<file path="config.mk">
export PLATFORM = sky130hd
export DESIGN_NAME = ctrl_seq
export DESIGN_NICKNAME = d
export VERILOG_FILES = /design/src/rtl/ctrl_seq.sv
export SDC_FILE = /design/constraint.sdc
export NUM_CORES = 1
export LEC_CHECK = 0
export ABC_AREA = 1
export BUFFER_PORTS_ARGS = -buffer_cell sky130_fd_sc_hd__buf_4
export CAP_MARGIN = 20
export CORE_ASPECT_RATIO = 1.1
export CORE_MARGIN = 1
export CORE_UTILIZATION = 50
export CTS_CLUSTER_DIAMETER = 120
export CTS_CLUSTER_SIZE = 30
export DETAILED_ROUTE_END_ITERATION = 16
export GPL_ROUTABILITY_DRIVEN = 0
export PLACE_DENSITY = 0.73
export SYNTH_ARGS = -nofsm -noshare
export SYNTH_HDL_FRONTEND = slang
export SYNTH_SLANG_ARGS = --single-unit
</file>
<file path="constraint.sdc">
create_clock -name Clk -period 3.2 [get_ports Clk]
set_clock_uncertainty 0.05 [all_clocks]
set_input_delay 0.16 -clock Clk [delete_from_list [all_inputs] [get_ports Clk]]
set_output_delay 0.16 -clock Clk [all_outputs]
set_load 0.03 [all_outputs]
</file>
<file path="src/rtl/ctrl_seq.sv">
// ctrl_seq: sequencing control decoder.
// Decodes the instruction word into datapath / fetch controls and adds a
// run-state FSM (idle, run, multi-cycle load wait, sticky halt) plus a
// saturating active-cycle counter.
module ctrl_seq #(
  parameter int         INSTR_W    = 9,
  parameter int         TSEL_W     = 2,
  parameter int         MEM_LAT    = 2,
  parameter logic [2:0] JUMP_FUNCT = 3'b100,
  parameter int         CNT_W      = 16
) (
  input  logic               Clk,
  input  logic               Reset,
  input  logic               Start,
  input  logic [INSTR_W-1:0] Instruction,
  output logic               Jump,
  output logic               BranchEn,
  output logic               RegWrEn,
  output logic               MemWrEn,
  output logic               LoadInst,
  output logic               StoreInst,
  output logic               Ack,
  output logic [TSEL_W-1:0]  TargSel,
  output logic               StallPC,
  output logic [CNT_W-1:0]   CycleCnt
);

  // A zero-latency load never enters LOAD_WAIT; keep a 1-bit counter so the
  // declaration stays legal in that configuration.
  localparam int WC_W = (MEM_LAT > 0) ? $clog2(MEM_LAT + 1) : 1;
  localparam logic [WC_W-1:0] WC_LOAD = (MEM_LAT > 0) ? WC_W'(MEM_LAT - 1) : '0;

  typedef enum logic [1:0] {
    S_IDLE,
    S_RUN,
    S_LOAD_WAIT,
    S_HALT
  } state_t;

  state_t           state_q, state_d;
  logic [WC_W-1:0]  wc_q, wc_d;
  logic [CNT_W-1:0] cnt_q, cnt_d;

  logic [2:0]        op3;
  logic [3:0]        op4;
  logic              dec_store, dec_load, dec_halt, dec_branch, dec_jump, dec_regwr;
  logic [TSEL_W-1:0] dec_tsel;

  // Pure instruction decode, independent of run state
  always_comb begin
    op3        = Instruction[INSTR_W-1 -: 3];
    op4        = Instruction[INSTR_W-1 -: 4];
    dec_store  = (op3 == 3'b110);
    dec_load   = (op3 == 3'b011);
    dec_halt   = &Instruction;
    dec_branch = &Instruction[3:0];
    dec_jump   = (Instruction[2:0] == JUMP_FUNCT);
    dec_regwr  = (op4 <= 4'b0110) || ((op4 >= 4'b1000) && (op4 <= 4'b1101));
    dec_tsel   = Instruction[TSEL_W+1:2];
  end

  // Output gating by run state, next-state, wait counter and cycle counter
  always_comb begin
    Jump      = 1'b0;
    BranchEn  = 1'b0;
    RegWrEn   = 1'b0;
    MemWrEn   = 1'b0;
    LoadInst  = 1'b0;
    StoreInst = 1'b0;
    Ack       = 1'b0;
    TargSel   = '0;
    StallPC   = 1'b1;
    state_d   = state_q;
    wc_d      = wc_q;
    cnt_d     = cnt_q;

    unique case (state_q)
      S_IDLE: begin
        if (Start) state_d = S_RUN;
      end
      S_RUN: begin
        if (dec_halt) begin
          Ack     = 1'b1;
          state_d = S_HALT;
        end else if (dec_load) begin
          LoadInst = 1'b1;
          TargSel  = dec_tsel;
          if (MEM_LAT > 0) begin
            wc_d    = WC_LOAD;
            state_d = S_LOAD_WAIT;
          end else begin
            RegWrEn = 1'b1;
            StallPC = 1'b0;
          end
        end else begin
          // A store never writes the register file even when op4 is in the
          // register-writing range.
          Jump      = dec_jump;
          BranchEn  = dec_branch;
          RegWrEn   = dec_regwr & ~dec_store;
          MemWrEn   = dec_store;
          StoreInst = dec_store;
          TargSel   = dec_tsel;
          StallPC   = 1'b0;
        end
      end
      S_LOAD_WAIT: begin
        LoadInst = 1'b1;
        TargSel  = dec_tsel;
        if (wc_q != '0) begin
          wc_d = wc_q - 1'b1;
        end else begin
          RegWrEn = 1'b1;
          StallPC = 1'b0;
          state_d = S_RUN;
        end
      end
      S_HALT: begin
        Ack = 1'b1;
      end
      default: state_d = S_IDLE;
    endcase

    if (((state_q == S_RUN) || (state_q == S_LOAD_WAIT)) && (cnt_q != '1))
      cnt_d = cnt_q + 1'b1;
  end

  // State, wait counter and cycle counter registers
  always_ff @(posedge Clk or posedge Reset) begin
    if (Reset) begin
      state_q <= S_IDLE;
      wc_q    <= '0;
      cnt_q   <= '0;
    end else begin
      state_q <= state_d;
      wc_q    <= wc_d;
      cnt_q   <= cnt_d;
    end
  end

  assign CycleCnt = cnt_q;

endmodule
</file>
==> metrics list <==
- In the final routing, the length of wire on met1 measures between 1 and 1.5 mm.
- The synthesized netlist devotes 6.174% of its cell area to compound gates.
- The floorplan step defined a die boundary enclosing ~3100 um^2.
- The floorplan step set the die width to 53.15 um.
- The portion of synthesized area spent on multiplexers is 0%.
- Wire length of the first global-routing pass: 4.830 mm
- Starting density of the core: 52.27%
- Routed length per instance: 10.55 um
- Clock slew at the register clock pins of the worst setup and hold paths: 0.11 ns
- Gates resized during post-CTS repair numbered 0.
* Largest driver fanout on the critical path: 5
- The initial antenna violation count came to 0.
* Port Buffer Count: 37
- Area of the multi-input gates: 822.0 um^2
- Ranked by total cell area, the synthesized netlist is headed by sky130_fd_sc_hd__dfrtp_1 (35%), sky130_fd_sc_hd__nand2_1 (23%), sky130_fd_sc_hd__ha_1 (6.1%).
* Top Layer Used: met4
- Post-layout min period: 2.112 ns
- Setup Slack @ Placement: 1.422 ns
- In the routed design, unresolved DRC markers number 0.
* Number of distinct library cells after synthesis: 26
- Class of the most critical setup path: reg2out
* Slew at the pin closest to its max-slew limit: 0.7302 ns
- Number of design-rule violations left by the first detailed-router iteration: 18
* Max_slew headroom: 51.27%
- Fraction of the yosys area taken by sequential cells: 34.78%
- Mean number of vias per cell: 4.890
- Sequential standard cell area: between 500 and 600 um^2
- Via count of the routed design: 1,374
- Total global routing overflow: 0
- Pwr Density: around 850 nW/um^2
- Based on the critical path, the design can be clocked at up to 473.4 MHz.
* Post-synthesis sequential element count: 20
* Final-report hold violation count: 0
- Buffers inserted during post-CTS setup optimization: 0
- Unrepaired setup endpoints after global routing: no
* Final wirelength: 2.965 mm
* Dominant combinational cell family by area after synthesis: simple AND/OR/NAND/NOR gates
- Avg Inst Size Synth: 6.852 um^2
* Slew Limit Fails: 0
- Clock tree from TritonCTS: done
- Ratio of cells with drive above 1 in the final layout: 19.35%
- Biggest area consumer among synthesized cells: sky130_fd_sc_hd__dfrtp_1
- Floorplan Core Area: 2753 um^2
- Required time worst endpoint: 2.99 ns
* Number of placed instances, taps included: 276
- Post-route core utilization: around 65%
* Maximum vdd drop: 585.9 uV
- Once layout is complete, the cells apart from fillers number 281.
* Number of buffers on the longest clock path: 2
- Row generation in the floorplan step produced 20 rows.
- The count of nets left with antenna violations once routing finished came out at 0.
- Number of violations of the max-capacitance limit: 0
* Share of the synthesized netlist area taken by xor and xnor gates: under 10%
- Total global-route track usage: 20.78%
* Hold bufs inserted after CTS: 1
- Measured along the y axis, the die boundary spans 58.27 um.
- In the detailed route, the total length drawn on met2 is between 1.5 and 2 mm.
- Detailed route wirelength on metal3: roughly 140 um
* Share of the synthesized area in the top cell type: a little over a third
* Worst min-delay path category: in2reg
- The layout has 267 filler cells.
- The clock net in this run drives a total of 20 sinks.
- Number of warnings printed during yosys synthesis: 0
- Post-DP HPWL: approximately 2.3 mm
* Cell area after synthesis: 1439 um^2
* Worst path setup slack after routing: around 1.1 ns
- P&R area growth vs syn: 24.17%
- 0 antenna diodes ended up in the layout.
* H-Tree Depth: 1
* Setup violations, final: 0
- Power comes to between 0.0015 and 0.002 W.
- Leakage: 0.9363 nW
- The number of nets handed over by synthesis was 229.
- Later-pin clock latency in the skew report: 0.30 ns
- The run finished with clean final reports.
* Category of the worst setup path launch point: flop
- Count of nets after finishing: 268
- Largest net degree at the start of global routing: 21
- During I/O placement, the number of pins put on the boundary was 38.
* Number of instances in the synthesized netlist: 210
- Data on the critical path arrives at its endpoint at 1.90 ns.
- Clock buffer count from CTS: 3
* CTS Root Cell: sky130_fd_sc_hd__clkbuf_4
* Fraction of the mapped netlist area in simple logic gates: 40.00%
- The number of global-route vias before repair was 1,196.
* DR pass1 iterations: 4
* Final clock period utilization by the worst path: 66.01%
- Summing the areas of all fa, ha and maj instances in the mapped netlist gives between 6 and 7% of the synthesized area.
* Setup TNS: 0 ns
- Endpoint type of the worst setup path: output port
[cells in the mapped netlist]
cell type,n
sky130_fd_sc_hd__o21ai_0,8
sky130_fd_sc_hd__nand2_1,87
sky130_fd_sc_hd__nor2_1,22
sky130_fd_sc_hd__nand4_2,1
sky130_fd_sc_hd__a21oi_1,4
sky130_fd_sc_hd__o22ai_1,1
sky130_fd_sc_hd__o211ai_1,1
sky130_fd_sc_hd__dfrtp_1,20
sky130_fd_sc_hd__nand3b_1,1
sky130_fd_sc_hd__buf_6,2
sky130_fd_sc_hd__o21bai_1,1
sky130_fd_sc_hd__inv_1,22
sky130_fd_sc_hd__nand3_1,10
sky130_fd_sc_hd__nand2_2,1
sky130_fd_sc_hd__ha_1,7
sky130_fd_sc_hd__nand3_2,2
sky130_fd_sc_hd__a211oi_1,1
sky130_fd_sc_hd__clkbuf_1,1
sky130_fd_sc_hd__xor2_1,3
sky130_fd_sc_hd__xnor2_1,5
sky130_fd_sc_hd__nor3_1,1
sky130_fd_sc_hd__nand4_1,4
sky130_fd_sc_hd__nand2_4,1
sky130_fd_sc_hd__nor2_4,2
sky130_fd_sc_hd__nor4_1,1
sky130_fd_sc_hd__buf_4,1
[power by group]
| part | switching (W) | leakage (nW) | internal [W] | total (W) |
|---|---|---|---|---|
| Combinational | 0.000596 | 0.649 | 0.000310 | 0.000906 |
| Clock | 0.0000804 | 0.0279 | 0.000127 | 0.000207 |
| Sequential | 0.0000879 | 0.260 | 0.000326 | 0.000413 |
[placed cells by master (no fill, tap or decap)]
master / netlist / layout
sky130_fd_sc_hd__nor2_4: 2 / 2
sky130_fd_sc_hd__dlygate4sd3_1: 0 / 1
sky130_fd_sc_hd__xor2_1: 3 / 3
sky130_fd_sc_hd__bufinv_16: 0 / 1
sky130_fd_sc_hd__o211ai_1: 1 / 1
sky130_fd_sc_hd__dfrtp_1: 20 / 20
sky130_fd_sc_hd__nand2_1: 87 / 87
sky130_fd_sc_hd__a211oi_1: 1 / 1
sky130_fd_sc_hd__o21ai_0: 8 / 8
sky130_fd_sc_hd__nand3b_1: 1 / 1
sky130_fd_sc_hd__nor2_1: 22 / 22
sky130_fd_sc_hd__nand3_2: 2 / 2
sky130_fd_sc_hd__nand4_2: 1 / 1
sky130_fd_sc_hd__nand3_1: 10 / 10
sky130_fd_sc_hd__a21oi_1: 4 / 4
sky130_fd_sc_hd__xnor2_1: 5 / 5
sky130_fd_sc_hd__ha_1: 7 / 7
sky130_fd_sc_hd__inv_1: 22 / 22
sky130_fd_sc_hd__nand2_4: 1 / 1
sky130_fd_sc_hd__buf_4: 1 / 37
sky130_fd_sc_hd__o22ai_1: 1 / 1
sky130_fd_sc_hd__nor4_1: 1 / 1
sky130_fd_sc_hd__nand4_1: 4 / 4
sky130_fd_sc_hd__nand2_2: 1 / 1
sky130_fd_sc_hd__nor3_1: 1 / 1
sky130_fd_sc_hd__clkbuf_4: 0 / 3
sky130_fd_sc_hd__o21bai_1: 1 / 1
[per-layer routing]
metal | vias up | global-route usage (%)
li1 | 734 | -
met1 | 606 | 24.21
met5 | - | 0
met2 | 30 | 39.60
met4 | 0 | 4.511
met3 | 4 | 2.362
[sequential cells by signal (all words and copies together), names as in the netlist]
signal and cells:
CycleCnt 16, state_q 2, wc_q 2
[worst max-delay path, stage by stage, from the launching register on]
cell	delay, ns
sky130_fd_sc_hd__dfrtp_1	0.45
sky130_fd_sc_hd__inv_1	0.10
sky130_fd_sc_hd__ha_1	0.25
sky130_fd_sc_hd__inv_1	0.12
sky130_fd_sc_hd__nor2_1	0.25
sky130_fd_sc_hd__nand2_1	0.16
sky130_fd_sc_hd__nor2_1	0.11
sky130_fd_sc_hd__buf_4	0.16
[kinds of logic (layout without fill, tap and decap cells)]
family          count (synthesis)  count (layout)
buf+inv                        26              64
fa+ha+maj                       7               7
simple gates                  133             133
compound gates                 16              16
flops                          20              20
xor+xnor                        8               8
[metrics by stage]
stage | hold WS, ns | instance area (um^2)
after floorplan | 0.07383 | 1439
after global placement | 0.2866 | 1724
after detailed placement | 0.2964 | 1724
after CTS | 0.2199 | 1787
after global routing | 0.2707 | 1787
final | 0.2295 | 1787
[path summary, 6_finish.rpt]
check / startpoint / end / slack (ns) / depth (start not counted)
max reg2reg: CycleCnt[0]$_DFFE_PP0P_ / CycleCnt[15]$_DFFE_PP0P_ / 1.39 / 8
max in group asynchronous: Reset / CycleCnt[9]$_DFFE_PP0P_ / 2.14 / 3
min reg2reg: wc_q[1]$_DFFE_PP0P_ / wc_q[1]$_DFFE_PP0P_ / 0.50 / 2
min: Start / state_q[1]$_DFFE_PP0P_ / 0.23 / 5
max: state_q[1]$_DFFE_PP0P_ / Jump / 1.09 / 7
min in group asynchronous: Reset / CycleCnt[5]$_DFFE_PP0P_ / 0.49 / 3
[area by class of cell]
cell class	instances	area share (%)
clock inverters	1	1.681
multi-input cells	164	46.01
clock buffers	3	1.261
repair buffers	38	16.11
flip-flops and latches	20	28.01
well taps	33	2.311
inverters	22	4.622
Note: power is estimated with default switching activity, not from simulation.
